## config.mk

```make
export PLATFORM = sky130hd
export DESIGN_NAME = cbd_poly_buf
export DESIGN_NICKNAME = d
export VERILOG_FILES = /design/src/rtl/cbd_poly_buf.sv
export SDC_FILE = /design/constraint.sdc
export NUM_CORES = 2
export LEC_CHECK = 0
export CAP_MARGIN = 5
export CORE_ASPECT_RATIO = 1.5
export CORE_MARGIN = 2
export CORE_UTILIZATION = 50
export CTS_CLUSTER_SIZE = 14
export DETAILED_ROUTE_END_ITERATION = 10
export PLACE_DENSITY = 0.65
export SLEW_MARGIN = 20
export SYNTH_ARGS = -nofsm -noshare
export SYNTH_HDL_FRONTEND = slang
export SYNTH_SLANG_ARGS = --single-unit
```

## constraint.sdc

```tcl
create_clock -name clk -period 3.8 [get_ports clk]
set_clock_uncertainty 0.2 [all_clocks]
set_input_delay 0.76 -clock clk [delete_from_list [all_inputs] [get_ports clk]]
set_output_delay 0.76 -clock clk [all_outputs]
set_load 0.05 [all_outputs]
```

## src/rtl/cbd_poly_buf.sv

```systemverilog
// ---------------------------------------------------------------------------
// cbd_poly_buf
//   Ping-pong-free polynomial buffer between a CBD sampler and its consumer.
//   The sampler delivers coefficient pairs (2k, 2k+1) as signed 16-bit values.
//   Each value is normalized into [0, 4095] with one conditional add of
//   KYBER_Q and stored as one 24-bit word. Once NPAIR pairs are stored the
//   block turns FULL and serves random-access pair reads until the consumer
//   releases it, which re-opens the block for the next fill.
//
//   Build option: define CBD_POLY_RANGE_CHECK_EN to add a sticky flag that
//   records any accepted coefficient outside [-2, 2]. Without it range_err
//   is tied low and no check logic exists.
//
// Handshake: a pair is accepted on a rising edge where set && din_valid &&
//   ok_in; a read is accepted on a rising edge where set && rd_req && full,
//   and its data appears with dout_valid=1 in the following cycle. There is
//   no back-pressure on the read side. With set low nothing is accepted and
//   every register holds.
//
// Ports
//   clk         in   rising-edge clock
//   reset       in   asynchronous, active-high reset
//   set         in   global enable; all state frozen while low
//   din_1/din_2 in   signed coefficients 2k / 2k+1
//   din_valid   in   din_1/din_2 carry a pair this cycle
//   ok_in       out  block accepts pairs (FILL)
//   full        out  polynomial complete and readable (FULL)
//   rd_req      in   read request (FULL only)
//   rd_addr     in   pair index to read
//   dout_1/2    out  normalized coefficients of the read pair
//   dout_valid  out  dout_1/dout_2 carry a fresh read this cycle
//   release_i   in   consumer done, return to FILL ("release" is a reserved
//                    word in SystemVerilog, hence the suffix)
//   range_err   out  sticky out-of-range input flag
//   dbg_state   out  current FSM state (0 = FILL, 1 = FULL)
// ---------------------------------------------------------------------------
module cbd_poly_buf #(
  parameter int KYBER_Q = 3329,
  parameter int NPAIR   = 128
) (
  input  logic        clk,
  input  logic        reset,
  input  logic        set,
  input  logic [15:0] din_1,
  input  logic [15:0] din_2,
  input  logic        din_valid,
  output logic        ok_in,
  output logic        full,
  input  logic        rd_req,
  input  logic [6:0]  rd_addr,
  output logic [11:0] dout_1,
  output logic [11:0] dout_2,
  output logic        dout_valid,
  input  logic        release_i,
  output logic        range_err,
  output logic        dbg_state
);

  typedef enum logic {
    ST_FILL = 1'b0,
    ST_FULL = 1'b1
  } state_t;

  state_t      state_q, state_d;
  logic [6:0]  wr_cnt_q, wr_cnt_d;
  logic        wr_en;
  logic        rd_en;
  logic        wr_last;
  logic [11:0] dout_1_q, dout_2_q;
  logic        dout_valid_q;

  // Pair storage; no reset so it maps onto RAM.
  logic [23:0] mem [NPAIR];

  // Negative inputs get one add of KYBER_Q; the result is simply truncated,
  // no further modular reduction is performed.
  function automatic logic [11:0] norm(input logic [15:0] v);
    norm = v[15] ? 12'(v + 16'(KYBER_Q)) : v[11:0];
  endfunction

  assign wr_last  = (wr_cnt_q == 7'(NPAIR - 1));
  assign wr_cnt_d = wr_last ? 7'd0 : wr_cnt_q + 7'd1;

  // ---------------- FSM: state register ----------------
  always_ff @(posedge clk or posedge reset) begin
    if (reset) state_q <= ST_FILL;
    else       state_q <= state_d;
  end

  // ---------------- FSM: next state ----------------
  always_comb begin
    state_d = state_q;
    case (state_q)
      ST_FILL: if (wr_en && wr_last)  state_d = ST_FULL;
      ST_FULL: if (set && release_i)  state_d = ST_FILL;
      default:                        state_d = ST_FILL;
    endcase
  end

  // ---------------- FSM: outputs ----------------
  always_comb begin
    ok_in     = (state_q == ST_FILL);
    full      = (state_q == ST_FULL);
    dbg_state = state_q;
    wr_en     = set && din_valid && (state_q == ST_FILL);
    rd_en     = set && rd_req && (state_q == ST_FULL);
  end

  // ---------------- write side ----------------
  always_ff @(posedge clk or posedge reset) begin
    if (reset)      wr_cnt_q <= 7'd0;
    else if (wr_en) wr_cnt_q <= wr_cnt_d;
  end

  always_ff @(posedge clk) begin
    if (wr_en) mem[wr_cnt_q] <= {norm(din_1), norm(din_2)};
  end

  // ---------------- read side ----------------
  // A read accepted together with release still completes: rd_en is
  // decided from the current state, the data path does not look at release.
  always_ff @(posedge clk or posedge reset) begin
    if (reset) begin
      dout_valid_q <= 1'b0;
      dout_1_q     <= 12'd0;
      dout_2_q     <= 12'd0;
    end else if (set) begin
      dout_valid_q <= rd_en;
      if (rd_en) {dout_1_q, dout_2_q} <= mem[rd_addr];
    end
  end

  assign dout_1     = dout_1_q;
  assign dout_2     = dout_2_q;
  assign dout_valid = dout_valid_q;

  // ---------------- optional range flag ----------------
`ifdef CBD_POLY_RANGE_CHECK_EN
  logic range_err_q;

  function automatic logic out_of_range(input logic [15:0] v);
    out_of_range = ($signed(v) < -16'sd2) || ($signed(v) > 16'sd2);
  endfunction

  always_ff @(posedge clk or posedge reset) begin
    if (reset)
      range_err_q <= 1'b0;
    else if (wr_en && (out_of_range(din_1) || out_of_range(din_2)))
      range_err_q <= 1'b1;
  end

  assign range_err = range_err_q;
`else
  assign range_err = 1'b0;
`endif

endmodule
```

==> metrics.md <==
| Metric | Value |
|---|---|
| Layout Nets | 6191 |
| Setup TNS | 0 ps |
| Maximum vdd ir drop | 0.493 mV |
| Seq cells post-synth | just over 3000 |
| Dpl hpwl | about 190 mm |
| CP Capture Type | register |
| WL/cell | 32.0 um |
| Final wirelength | 302 mm |
| Pwr Density | 502 mW/mm2 |
| Total power | 69.4 mW |
| Ys Warns | 0 |
| Worst-path clk slew | 70 ps |
| Routability cong. | around 0.95 |
| # setup viols final | 0 |
| Tmin final | about 3400 ps |
| DR vias | about 58000 |
| Max-cap violation count | 0 |
| Peak Freq | a little under 0.3 GHz |
| First-pass GRT wire length | 430 mm |
| RR Startpoint | dbg_state |
| CTS Buf Count | 282 |
| DIE AREA | 0.244 mm2 |
| Ys async rst share | under 10% |
| Sequential area share after synthesis | 77.5% |
| Post-synth EDFFs | 3072 |
| Slew Limit Fails | 0 |
| Setup Buffers After CTS | 0 |
| CTS sink cnt | 3105 |
| Overall fraction of global-route tracks in use | 24.7% |
| Post-Layout Cell Count | roughly 9400 |
| Syn_area_per_cell | 21.7 um2 |
| Post-route ant nets | 0 |
| Synth cell types | 60 |
| WS Path Type | in2reg |
| Clk root buf | clkbuf_16 |
| Worst path required time | 4370 ps |
| Maximum fanout along the worst path | 12 |
| Net Count, Synth | about 5600 |
| Core area | 0.239 mm2 |
| Final Hold Fails | 0 |
| Main synth FF type | edfxtp_1 |
| Worst R2R Setup Slack | around 640 ps |
| Worst Hold Class | in2async |
| Cells after Synth | between 5000 and 6000 |
| Crit path launch type | primary input |
| Total congestion overflow | 0 |
| Cell Count Post-Placement | 8967 |
| TritonRoute pass-1 iters | 5 |
| 1st-iter DRT viols | 6101 |
| Vias/cell | between 6 and 7 |
| I/O Buffers | 66 |
| Final period util | between 80% and 90% |
| Drt drc | 0 |
| Status | completed |
| Die width | 404 um |
| Largest net degree at the start of global routing | 129 |
| Hold Buf Count CTS | 0 |
| Die extent in y | 604 um |
| Worst skew pair latency | 860 ps |
| Mapped Area | 0.120 mm2 |
| Vias in the first global route | roughly 60000 |
| Starting density of the core | 50.2% |
| Max-slew headroom | 31.3% |
| Register-to-Register Path Depth | 7 |
| H-tree depth | 5 |
| Leak Pwr | roughly 44 nW |
| Worst-Margin Slew | 1030 ps |
| Row cnt | 220 |
| Clk buf depth | 4 |
| Fillcell total | 17100 |
| RR Endpoint | dout_1[5] |
| CTS tree | done |
| Initial antenna violation count | 4 |
| I/O Pins | 74 |
| Gates resized, CTS repair | 0 |
| Layout cells sized above 1 | roughly 28% |
| Area Overhead vs Synth | 15.2% |
| RSZ-0062 raised after global routing | no |
| Worst EP arrival | around 4000 ps |
-- synth_stat cells, types with 9 or more instances --
| cell | instances | area [um2] |
|---|---|---|
| a211oi_1 | 51 | 383 |
| a21oi_1 | 95 | 475 |
| a221oi_1 | 23 | 201 |
| a22o_1 | 23 | 201 |
| a22oi_1 | 121 | 908 |
| buf_1 | 9 | 33.8 |
| buf_12 | 11 | 220 |
| buf_2 | 80 | 400 |
| buf_4 | 51 | 383 |
| buf_6 | 52 | 586 |
| clkbuf_1 | 109 | 409 |
| dfrtp_1 | 33 | 826 |
| edfxtp_1 | 3072 | 92200 |
| mux2_2 | 40 | 450 |
| mux2i_1 | 466 | 4660 |
| mux4_2 | 611 | 13800 |
| nand2_1 | 83 | 312 |
| nand2b_1 | 10 | 62.6 |
| nand3_1 | 27 | 135 |
| nor2_1 | 156 | 586 |
| nor2b_1 | 38 | 238 |
| nor3_1 | 44 | 220 |
| nor4_1 | 24 | 150 |
| o211ai_1 | 9 | 67.6 |
| o21ai_0 | 31 | 155 |
| o21ai_1 | 30 | 150 |
| o221ai_1 | 25 | 219 |
| o22ai_1 | 106 | 663 |
| xnor2_1 | 19 | 166 |
-- per-stage QoR --
step / worst slack (ps) / utilization (%) / area (um2) / hold slack [ps]
after global placement: -258 / 54.5 / 130000 / 289
after global routing: 508 / 57.9 / 138000 / 261
final: 434 / 57.9 / 138000 / 243
after floorplan: -450 / - / 120000 / 311
after CTS: 528 / 57.9 / 138000 / 209
after detailed placement: -266 / 54.5 / 130000 / 300
-- registers in the layout, summed over array words and instances, names as in the netlist --
register    cells
dout_2         12
mem          3072
dout_1         12
dbg_state       1
dout_valid      1
wr_cnt_q        7
-- critical path: stages --
cell and delay (ps):
clkdlybuf4s50_1 620, buf_12 270, and3_2 330, buf_4 200
a22o_1 260, nor4_1 740, buf_4 280, o21ai_1 280
nand3_1 160
-- worst max-delay path by stage --
stage,slack (ps),cells after the start,endpoint,start
floorplan,-450,3,mem[0][15],din_1[15]
global placement,-260,9,dout_1[5],rd_addr[5]
detailed placement,-270,9,dout_1[5],rd_addr[5]
CTS,530,1,dout_1[10],dout_1[10]
global route,510,2,ok_in,dbg_state
finish,430,9,dout_1[5],rd_addr[5]
-- routing by layer --
metal	vias to the layer above	global-route usage [%]	wire length, um
met5	-	0	0
met4	0	12.5	17200
met3	555	3.57	18400
met2	2149	42.7	157000
met1	31400	30.4	109000
li1	24400	-	-
-- cell type report --
class	count	area, um2	area share, %
repair buffers	640	7460	5.40
inverters	7	26.3	0.0190
well taps	3108	3890	2.81
clock inverters	84	529	0.383
multi-input cells	2107	25600	18.5
flip-flops and latches	3105	93100	67.3
diodes	1	2.50	0.00181
clock buffers	366	7670	5.55
-- kinds of logic (layout without fill, tap and decap cells) --
logic type	Yosys count	after routing	share of synthesized area, %
other	1	2	0.00312
xor gates and xnor gates	27	27	0.197
buffers and inverters	325	1097	1.77
and+or+nand+nor	410	410	1.57
DFF	3105	3105	77.5
adders and majority gates	3	3	0.0313
muxes	1120	1120	15.8
AOI/OAI and AO/OA	546	546	3.08
-- layout by cell type (no fill, tap or decap), types with 70 or more instances in the layout --
| cell type | n |
|---|---|
| buf_4 | 377 |
| clkbuf_16 | 296 |
| nand2_1 | 83 |
| clkbuf_1 | 70 |
| o22ai_1 | 106 |
| mux2i_1 | 466 |
| mux4_2 | 611 |
| nor2_2 | 125 |
| edfxtp_1 | 3072 |
| buf_12 | 197 |
| a22oi_1 | 121 |
| a21oi_1 | 95 |
-- report_power, final --
group          internal (mW)  total (mW)  switching [mW]
clock                   14.5        26.3            11.8
sequential              38.3        38.4           0.103
combinational           1.66        4.72            3.06
total                   54.4        69.4            15.0
Power figures use the tool's default switching activity.
